--- config.mk ---
export PLATFORM = sky130hd
export DESIGN_NAME = rifl_err_apply
export DESIGN_NICKNAME = d
export VERILOG_FILES = /design/src/rtl/rifl_err_pkg.sv /design/src/rtl/rifl_popcount.sv /design/src/rtl/rifl_err_apply.sv
export SDC_FILE = /design/constraint.sdc
export NUM_CORES = 1
export LEC_CHECK = 0
export CAP_MARGIN = 10
export CORE_ASPECT_RATIO = 2
export CORE_MARGIN = 5
export CORE_UTILIZATION = 54
export DETAILED_ROUTE_END_ITERATION = 6
export PLACE_DENSITY = 0.87
export SLEW_MARGIN = 20
export SYNTH_ARGS = -nofsm -noshare
export SYNTH_HDL_FRONTEND = slang
export SYNTH_SLANG_ARGS = --single-unit
--- constraint.sdc ---
create_clock -name clk -period 30.3 [get_ports clk]
set_input_delay 3.03 -clock clk [delete_from_list [all_inputs] [get_ports clk]]
set_output_delay 3.03 -clock clk [all_outputs]
set_load 0.02 [all_outputs]
--- src/rtl/rifl_err_pkg.sv ---
// Shared types for the RIFL error-apply block: mode encoding, FSM states
// and the width of the protected sync header.
package rifl_err_pkg;

  typedef enum logic [1:0] {
    ERR_MODE_OFF     = 2'd0,
    ERR_MODE_CONT    = 2'd1,
    ERR_MODE_ONESHOT = 2'd2
  } err_mode_e;

  typedef enum logic [1:0] {
    ST_IDLE  = 2'd0,
    ST_RUN   = 2'd1,
    ST_ARMED = 2'd2,
    ST_DONE  = 2'd3
  } err_state_e;

  // Sync-header bits at the top of the data word.
  localparam int HDR_BITS = 2;

endpackage

--- src/rtl/rifl_popcount.sv ---
// Combinational population count of a DWIDTH-bit vector.
module rifl_popcount #(
  parameter int DWIDTH = 64,
  parameter int CW     = $clog2(DWIDTH + 1)
) (
  input  logic [DWIDTH-1:0] vec_i,
  output logic [CW-1:0]     cnt_o
);

  // Sum of all set bits; synthesis balances this into an adder tree.
  always_comb begin
    cnt_o = {CW{1'b0}};
    for (int i = 0; i < DWIDTH; i++) begin
      cnt_o = cnt_o + {{(CW-1){1'b0}}, vec_i[i]};
    end
  end

endmodule

--- src/rtl/rifl_err_apply.sv ---
// Applies the injector's per-cycle flip mask to an AXI-Stream beat through
// a one-beat register slice, with off / continuous / armed single-shot
// modes and saturating flip statistics.
// Optional build macro: RIFL_ERR_HDR_PROTECT_EN keeps the top HDR_BITS
// (sync header) of every beat out of the mask and the counters.
module rifl_err_apply
  import rifl_err_pkg::*;
#(
  parameter int DWIDTH    = 64,
  parameter int CNT_WIDTH = 48
) (
  input  logic                 clk,
  input  logic                 rst,
  input  logic [1:0]           mode,
  input  logic                 arm,
  input  logic                 cnt_clr,
  input  logic [DWIDTH-1:0]    err_vec,
  input  logic [DWIDTH-1:0]    s_axis_tdata,
  input  logic                 s_axis_tlast,
  input  logic                 s_axis_tvalid,
  output logic                 s_axis_tready,
  output logic [DWIDTH-1:0]    m_axis_tdata,
  output logic                 m_axis_tlast,
  output logic                 m_axis_tvalid,
  input  logic                 m_axis_tready,
  output logic [CNT_WIDTH-1:0] flip_cnt,
  output logic [CNT_WIDTH-1:0] err_beat_cnt,
  output logic                 oneshot_done
);

  localparam int PW = $clog2(DWIDTH + 1);
  // Sum width wide enough for either operand plus a carry out.
  localparam int SW = ((CNT_WIDTH > PW) ? CNT_WIDTH : PW) + 1;

  err_state_e           state_q;
  logic                 done_q;
  logic [DWIDTH-1:0]    tdata_q, tdata_d;
  logic                 tlast_q, tlast_d;
  logic                 tvalid_q, tvalid_d;
  logic [CNT_WIDTH-1:0] flip_q, flip_d;
  logic [CNT_WIDTH-1:0] beat_q, beat_d;

  logic                 accept_s;
  logic [DWIDTH-1:0]    err_m_s;
  logic [DWIDTH-1:0]    lsb_s;
  logic [DWIDTH-1:0]    eff_mask_s;
  logic [PW-1:0]        pop_s;
  logic [SW-1:0]        flip_sum_s;

  assign s_axis_tready = ~tvalid_q | m_axis_tready;
  assign accept_s      = s_axis_tvalid & s_axis_tready;
  assign m_axis_tdata  = tdata_q;
  assign m_axis_tlast  = tlast_q;
  assign m_axis_tvalid = tvalid_q;
  assign flip_cnt      = flip_q;
  assign err_beat_cnt  = beat_q;
  assign oneshot_done  = done_q;

  // Eligible flip bits: optionally strip the sync header, then isolate the lowest set bit.
  always_comb begin
    err_m_s = err_vec;
`ifdef RIFL_ERR_HDR_PROTECT_EN
    err_m_s[DWIDTH-1 -: HDR_BITS] = {HDR_BITS{1'b0}};
`endif
    lsb_s = err_m_s & (~err_m_s + {{(DWIDTH-1){1'b0}}, 1'b1});
  end

  // Effective mask for the beat being accepted this cycle; zero otherwise.
  always_comb begin
    eff_mask_s = {DWIDTH{1'b0}};
    case (state_q)
      ST_RUN: begin
        if (accept_s) eff_mask_s = err_m_s;
        else          eff_mask_s = {DWIDTH{1'b0}};
      end
      ST_ARMED: begin
        if (accept_s) eff_mask_s = lsb_s;
        else          eff_mask_s = {DWIDTH{1'b0}};
      end
      default: eff_mask_s = {DWIDTH{1'b0}};
    endcase
  end

  rifl_popcount #(.DWIDTH(DWIDTH), .CW(PW)) u_popcount (
    .vec_i (eff_mask_s),
    .cnt_o (pop_s)
  );

  // Register-slice next state: load on accept, drain when the sink takes the beat.
  always_comb begin
    tdata_d  = tdata_q;
    tlast_d  = tlast_q;
    tvalid_d = tvalid_q;
    if (accept_s) begin
      tdata_d  = s_axis_tdata ^ eff_mask_s;
      tlast_d  = s_axis_tlast;
      tvalid_d = 1'b1;
    end else if (m_axis_tready) begin
      tvalid_d = 1'b0;
    end else begin
      tvalid_d = tvalid_q;
    end
  end

  // Saturating counter next state; a clear wins over a same-cycle increment.
  always_comb begin
    flip_sum_s = {{(SW-CNT_WIDTH){1'b0}}, flip_q} + {{(SW-PW){1'b0}}, pop_s};
    flip_d     = flip_q;
    beat_d     = beat_q;
    if (cnt_clr) begin
      flip_d = {CNT_WIDTH{1'b0}};
      beat_d = {CNT_WIDTH{1'b0}};
    end else if (accept_s) begin
      if (|flip_sum_s[SW-1:CNT_WIDTH]) flip_d = {CNT_WIDTH{1'b1}};
      else                             flip_d = flip_sum_s[CNT_WIDTH-1:0];
      if ((|eff_mask_s) && !(&beat_q)) beat_d = beat_q + {{(CNT_WIDTH-1){1'b0}}, 1'b1};
      else                             beat_d = beat_q;
    end else begin
      flip_d = flip_q;
      beat_d = beat_q;
    end
  end

  // Datapath and counter registers.
  always_ff @(posedge clk) begin
    if (rst) begin
      tdata_q  <= {DWIDTH{1'b0}};
      tlast_q  <= 1'b0;
      tvalid_q <= 1'b0;
      flip_q   <= {CNT_WIDTH{1'b0}};
      beat_q   <= {CNT_WIDTH{1'b0}};
    end else begin
      tdata_q  <= tdata_d;
      tlast_q  <= tlast_d;
      tvalid_q <= tvalid_d;
      flip_q   <= flip_d;
      beat_q   <= beat_d;
    end
  end

  // Injection mode FSM with registered oneshot_done; a mode change beats arm.
  always_ff @(posedge clk) begin
    if (rst) begin
      state_q <= ST_IDLE;
      done_q  <= 1'b0;
    end else begin
      case (state_q)
        ST_IDLE: begin
          done_q <= 1'b0;
          if (mode == ERR_MODE_CONT)                 state_q <= ST_RUN;
          else if ((mode == ERR_MODE_ONESHOT) && arm) state_q <= ST_ARMED;
          else                                       state_q <= ST_IDLE;
        end
        ST_RUN: begin
          done_q <= 1'b0;
          if (mode != ERR_MODE_CONT) state_q <= ST_IDLE;
          else                       state_q <= ST_RUN;
        end
        ST_ARMED: begin
          if (mode != ERR_MODE_ONESHOT) begin
            state_q <= ST_IDLE;
            done_q  <= 1'b0;
          end else if (accept_s && (|err_m_s)) begin
            state_q <= ST_DONE;
            done_q  <= 1'b1;
          end else begin
            state_q <= ST_ARMED;
            done_q  <= 1'b0;
          end
        end
        ST_DONE: begin
          if (mode != ERR_MODE_ONESHOT) begin
            state_q <= ST_IDLE;
            done_q  <= 1'b0;
          end else if (arm) begin
            state_q <= ST_ARMED;
            done_q  <= 1'b0;
          end else begin
            state_q <= ST_DONE;
            done_q  <= 1'b1;
          end
        end
        default: begin
          state_q <= ST_IDLE;
          done_q  <= 1'b0;
        end
      endcase
    end
  end

endmodule

### Word level (Yosys, flattened, before mapping)

Cells that the tools add are included.

* add/sub/neg operators: 66
* equal/unequal tests: 7
* multiplexer cells: 19
* bitwise operators: 6
* reductions and logical operators: 12

Operators by type and width (number)
* adder 7 x 1 -> 7 bit: 62
* two-way mux 64 bit: 2
* case mux 64 bit (2 select lines): 1
* OR reduction 64 bit: 2
* adder 64 x 1 -> 64 bit, second input constant: 1
* AND 64 bit: 1
* NOT 64 bit: 1
* bitwise XOR 64 bit: 1
* adder 48 x 7 -> 49 bit: 1
* adder 48 x 1 -> 48 bit, second input constant: 1
* two-way mux 48 bit: 1
* AND reduction 48 bit: 1
* two-way mux 1 bit: 9
* two-way mux 2 bit: 4
* case mux 2 bit (4 select lines): 1
* == test 2 bit, second input constant: 3
* == test 2 x 1 -> 1 bit, second input constant: 2
* OR reduction 2 bit: 2
* logical AND 1 bit: 3
* case mux 1 bit (3 select lines): 1
* adder 1 x 1 -> 2 bit: 1
* zero test 2 bit: 1
* != test 2 x 1 -> 1 bit, second input constant: 1
* != test 2 bit, second input constant: 1
* 6 further kinds: 6

* register bits: 165
* input port bits: 137
* word-level logic and storage cells: 117

### Logic depth before layout (Yosys ltp)

* depth after elaboration: 70
* gate-level depth with buffers: 39

### Hierarchy

A second synthesis with hierarchy kept.

* cells, all modules: 1472
* area total of the unflattened synthesis: 11876.4 µm²

Modules (own cells, without submodules)
* rifl_err_apply: instances 1, cells an instance 1290, area an instance 10109.7 µm²
* rifl_popcount: instances 1, cells an instance 182, area an instance 1766.7 µm²

### Worst setup path before layout

No wires, ideal clock.

* path type: input to register
* start point: input port err_vec[8]
* end point: register flip_q[46], in the netlist flip_cnt[46]
* setup time: 91 ps
* arrival: 12417 ps
* required time: 30209 ps
* setup slack: 17792 ps
* stages on the path: 35
* path through: clkbuf_1 or4_1 buf_2 or4_4 o41ai_1 and3_1 inv_1 fa_1 inv_1 fa_1 inv_1 fa_1 fa_1 fa_1 fa_1 fa_1 inv_1 fa_1 fa_1 inv_1 fa_1 inv_1 a21o_1 a21oi_1 xnor2_1 ha_1 inv_1 o21bai_1 a21o_1 a21oi_1 nor4_1 nand3_1 nor4_1 nor2_1 a311oi_1

* cells in the longest elaborated chain, start to end: 63
* elaborated cells between the ends (all ways): 64
* classes of those cells: add/sub (58); mux (4); bitwise (2)

RTL lines
* start, declared: line rifl_err_apply.sv:17 `input logic [DWIDTH-1:0] err_vec,`
* NOT 64 bit: line rifl_err_apply.sv:65 `lsb_s = err_m_s & (~err_m_s + {{(DWIDTH-1){1'b0}}, 1'b1});`
* adder 64 x 1 -> 64 bit: line rifl_err_apply.sv:65
* AND 64 bit: line rifl_err_apply.sv:65
* two-way mux 64 bit: line rifl_err_apply.sv:77 `if (accept_s) eff_mask_s = lsb_s;`
* case mux 64 bit (2 select lines) *: line rifl_err_apply.sv:71 `case (state_q)`
* adder 7 x 1 -> 7 bit (55 in a row): line rifl_popcount.sv:14 `cnt_o = cnt_o + {{(CW-1){1'b0}}, vec_i[i]};`
* adder 7 x 1 -> 7 bit *: line rifl_popcount.sv:14
* adder 48 x 7 -> 49 bit *: line rifl_err_apply.sv:107 `flip_sum_s = {{(SW-CNT_WIDTH){1'b0}}, flip_q} + {{(SW-PW){1'b0}}, pop_s};`
* two-way mux 48 bit *: line rifl_err_apply.sv:114 `if (|flip_sum_s[SW-1:CNT_WIDTH]) flip_d = {CNT_WIDTH{1'b1}};`
* end signal, assigned: line rifl_err_apply.sv:130 `flip_q <= {CNT_WIDTH{1'b0}};`
* end signal, assigned: line rifl_err_apply.sv:136 `flip_q <= flip_d;`
* end, declared: line rifl_err_apply.sv:40 `logic [CNT_WIDTH-1:0] flip_q, flip_d;`

Every way passes the cells marked *; elsewhere a longest branch is shown, timed or not.
A chain may end at the register's enable or synchronous reset.

### Final worst setup path

* start point: input port err_vec[10]
* end point: register flip_q[46], in the netlist flip_cnt[46]

* cells in the longest elaborated chain, start to end: 61
* elaborated cells between the ends (all ways): 62
* classes of those cells: add/sub (56); mux (4); bitwise (2)

RTL lines (line)
* NOT 64 bit: rifl_err_apply.sv:65
* adder 64 x 1 -> 64 bit: rifl_err_apply.sv:65
* AND 64 bit: rifl_err_apply.sv:65
* two-way mux 64 bit: rifl_err_apply.sv:77
* case mux 64 bit (2 select lines) *: rifl_err_apply.sv:71
* adder 7 x 1 -> 7 bit (53 in a row): rifl_popcount.sv:14
* adder 7 x 1 -> 7 bit *: rifl_popcount.sv:14
* adder 48 x 7 -> 49 bit *: rifl_err_apply.sv:107
* two-way mux 48 bit *: rifl_err_apply.sv:114

Marked as above.

==> impl_metrics.tcl <==
set metrics [dict create \
    outcome "finished with violations" \
    violations "design-rule violations" \
    grtUsageTotal_pct 39.15 \
    synth_nets 1616 \
    drv_slew 0 \
    max-cap-violations 0 \
    worstPathRequired_ns 30.67 \
    critPathMaxFanout 11 \
    syn-instance-count 1395 \
    power_density_mw_per_mm2 35.98 \
    io_pins 301 \
    yosys_most_used_dff "dfxtp_1" \
    drtIter0Drc 975 \
    critical-path-max-stage-delay_ns 0.69 \
    start_util_pct 54.79 \
    synthDistinctLibCells 78 \
    setup_viol 0 \
    async_flop_share_pct 0 \
    nets 1880 \
    wirelength_microns 48260 \
    yosys.area_share.simple_pct 25.41 \
    grt_pass1_vias 12553 \
    core_area_sq_mm 0.02093 \
    globalRouteMet3Util_pct 8.931 \
    dp_cells 1908 \
    worstSkewPairLatency_ns 0.46 \
    cp_slowest_cell "or4_1" \
    worst_pin_slew_ns 1.167 \
    clk_pin_slew_worst_paths_ns 0.07 \
    rr_worst_depth 36 \
    r2r_end "flip_cnt[46]" \
    fmax_mhz 73.32 \
    timing.reg2reg.setup_slack_ns 19.07 \
    grt_max_degree 83 \
    post_drt_via_cell_ratio 6.378 \
    drc 14 \
    crit_arrival_ns 14.00 \
    cts_tree "yes" \
    synth_compound_area_share_pct 18.32 \
    relSlewSlack_pct 22.20 \
    die_w_microns 113.0 \
    cts-root-buf "clkbuf_16" \
    synth.avg_cell_area_sq_um 8.218 \
    min_period_over_period_pct 45.01 \
    fin_skew_ns 0.009831 \
    postPlaceCellArea_sq_mm 0.01463 \
    die-height_microns 216.1 \
    grt_pass1_wl_microns 72220 \
    vdd_drop_max_uv 36.30 \
    critPathMostFrequentCell "fa_1" \
    yosysMostFrequentCell "dfxtp_1" \
    grt_setup_unrepaired "false" \
    total_power_mw 0.5487 \
    hold_viol 0 \
    synth_area_sq_mm 0.01146 \
    cts_buffers 17 \
    crit_path_start_kind "input port" \
    cellLeakagePower_nw 5.570 \
    final_util_pct 72.87 \
    synth-warning-count 0 \
    synth_top_cell_by_area "dfxtp_1" \
    r2r-start "state_q[1]" \
    vias 12386 \
    yosysSeqAreaShare_pct 28.81 \
    hp-class "reg -> reg" \
    cts_setup_buffers 0 \
    cts_max_level 4 \
    synth_edf_count 0 \
    grtUsageMet1_pct 34.83 \
    gp_congestion 1.043 \
    drtAntennaViolNets 0 \
    cts_resized 0 \
    ys_top_cells_by_count "165 x dfxtp_1, 135 x nor2_1, 113 x nand2_1" \
    dr.pass1.iters 7 \
    grt_overflow 0 \
    place_hpwl_microns 37480 \
    antenna_found_initial 2 \
    clock_path_buffers 2 \
    synth_mux_area_share_pct 0.7858 \
    rows 75 \
    busiest_layer "met2" \
    crit_end "flip_cnt[46]" \
    yosys.area_share.adder_pct 12.77 \
    yosys.area_share.xor_xnor_pct 8.327 \
    drive_above_1_share_pct 4.964 \
    wl_per_cell_microns 24.85 \
    synth_top_area_share_pct 28.81 \
    use_met2_pct 71.24 \
    crit_type "in -> reg" \
    port_buffers 300 \
    syn_to_final_growth_pct 33.01 \
    final_cell_area_sq_mm 0.01525 \
    design.die.area_sq_mm 0.02442 \
    critPathLaunch "err_vec[10]" \
    cts_hold_buf 0 \
    synth.area.top_cells "dfxtp_1 29%, fa_1 9.6%, a21oi_1 4.8%" \
    yosys_register_bits 165 \
    post-route-min-period_ns 13.64 \
    synth_top_family_by_area "simple AND/OR/NAND/NOR gates" \
    critPathCaptureType "flop" \
    tns_ns 0 \
    instances_no_fill 1942 \
    clock-sinks 165 \
]
-- state kept, by name (all words and copies together), names as in the netlist --
register	count
err_beat_cnt	48
flip_cnt	48
m_axis_tdata	64
m_axis_tlast	1
m_axis_tvalid	1
oneshot_done	1
state_q	2
-- where the power goes --
group | total, mW | internal, mW | switching, mW
clock network | 0.224 | 0.125 | 0.0986
logic | 0.0968 | 0.0426 | 0.0542
registers | 0.228 | 0.224 | 0.00410
-- cells in the final DEF (no fill, tap or decap), types with 6 or more instances in the layout --
cell,Yosys,routed
fa_1,55,55
ha_1,29,29
nor3_1,37,36
inv_6,0,6
clkbuf_16,0,17
or3_1,16,16
or4_1,35,35
mux2i_1,9,9
nand2_1,113,113
o21a_1,6,6
or2_2,12,12
xor2_1,47,47
o21bai_1,6,6
clkdlybuf4s50_1,0,299
o31ai_1,30,29
nand3_1,56,56
a21o_1,10,10
nor4_1,28,28
nor2b_1,6,6
dfxtp_1,165,165
and4_1,9,9
a211oi_1,58,58
inv_1,92,92
and2_1,13,12
nand2b_1,6,6
buf_4,0,14
nor2_1,135,134
xnor2_1,62,62
o211ai_1,9,9
a21oi_1,110,110
and3_1,32,32
nand4_1,29,29
o21ai_0,25,25
-- critical path: cells and delay by family --
kind | cells | cell delay (ns)
xor+xnor | 1 | 0.10
simple gates | 8 | 3.41
fa+ha+maj | 11 | 5.21
compound gates | 7 | 1.41
buf+inv | 7 | 0.85
-- cell families (layout without fill, tap and decap cells) --
kind of cell             after synthesis  after routing
buffers and inverters                162            439
multiplexers                           9              9
AO/OA/AOI/OAI                        310            310
AND/OR/NAND/NOR                      556            556
adder cells (fa/ha/maj)               84             84
XOR/XNOR                             109            109
flip-flops                           165            165
other                                  0              1
-- final cells by class --
cell class	instances	area [sq um]
timing repair buffer	315	3131
inverter	92	345.3
multi-input combinational	1068	7546
antenna	1	2.502
tap	269	336.6
clock inverter	12	138.9
clock buffer	20	446.7
fill	1592	5677
sequential	165	3303
-- routing by layer --
layer	part of all wire, %	routed length [microns]
met5	0	0
met4	11	5227
met3	7.6	3647
met2	52	25310
met1	29	14070
-- per-stage QoR --
stage	worst slack [ns]	hold slack [ns]
3_3_place_gp	16.47	0.4381
4_1_cts	16.73	0.4596
2_1_floorplan	17.79	0.5302
5_1_grt	15.86	0.4897
6_report	16.66	0.4577
3_5_place_dp	16.27	0.4425
-- how the worst min path moves through the flow --
| stage | from | to | cells after the start |
|---|---|---|---|
| finish | m_axis_tdata[43] | m_axis_tdata[43] | 2 |
| global route | m_axis_tdata[43] | m_axis_tdata[43] | 2 |
| CTS | m_axis_tdata[43] | m_axis_tdata[43] | 2 |
| detailed placement | m_axis_tdata[59] | m_axis_tdata[59] | 2 |
| global placement | m_axis_tdata[43] | m_axis_tdata[43] | 2 |
| floorplan | m_axis_tdata[18] | m_axis_tdata[18] | 2 |
(Power assumes the default switching activity.)
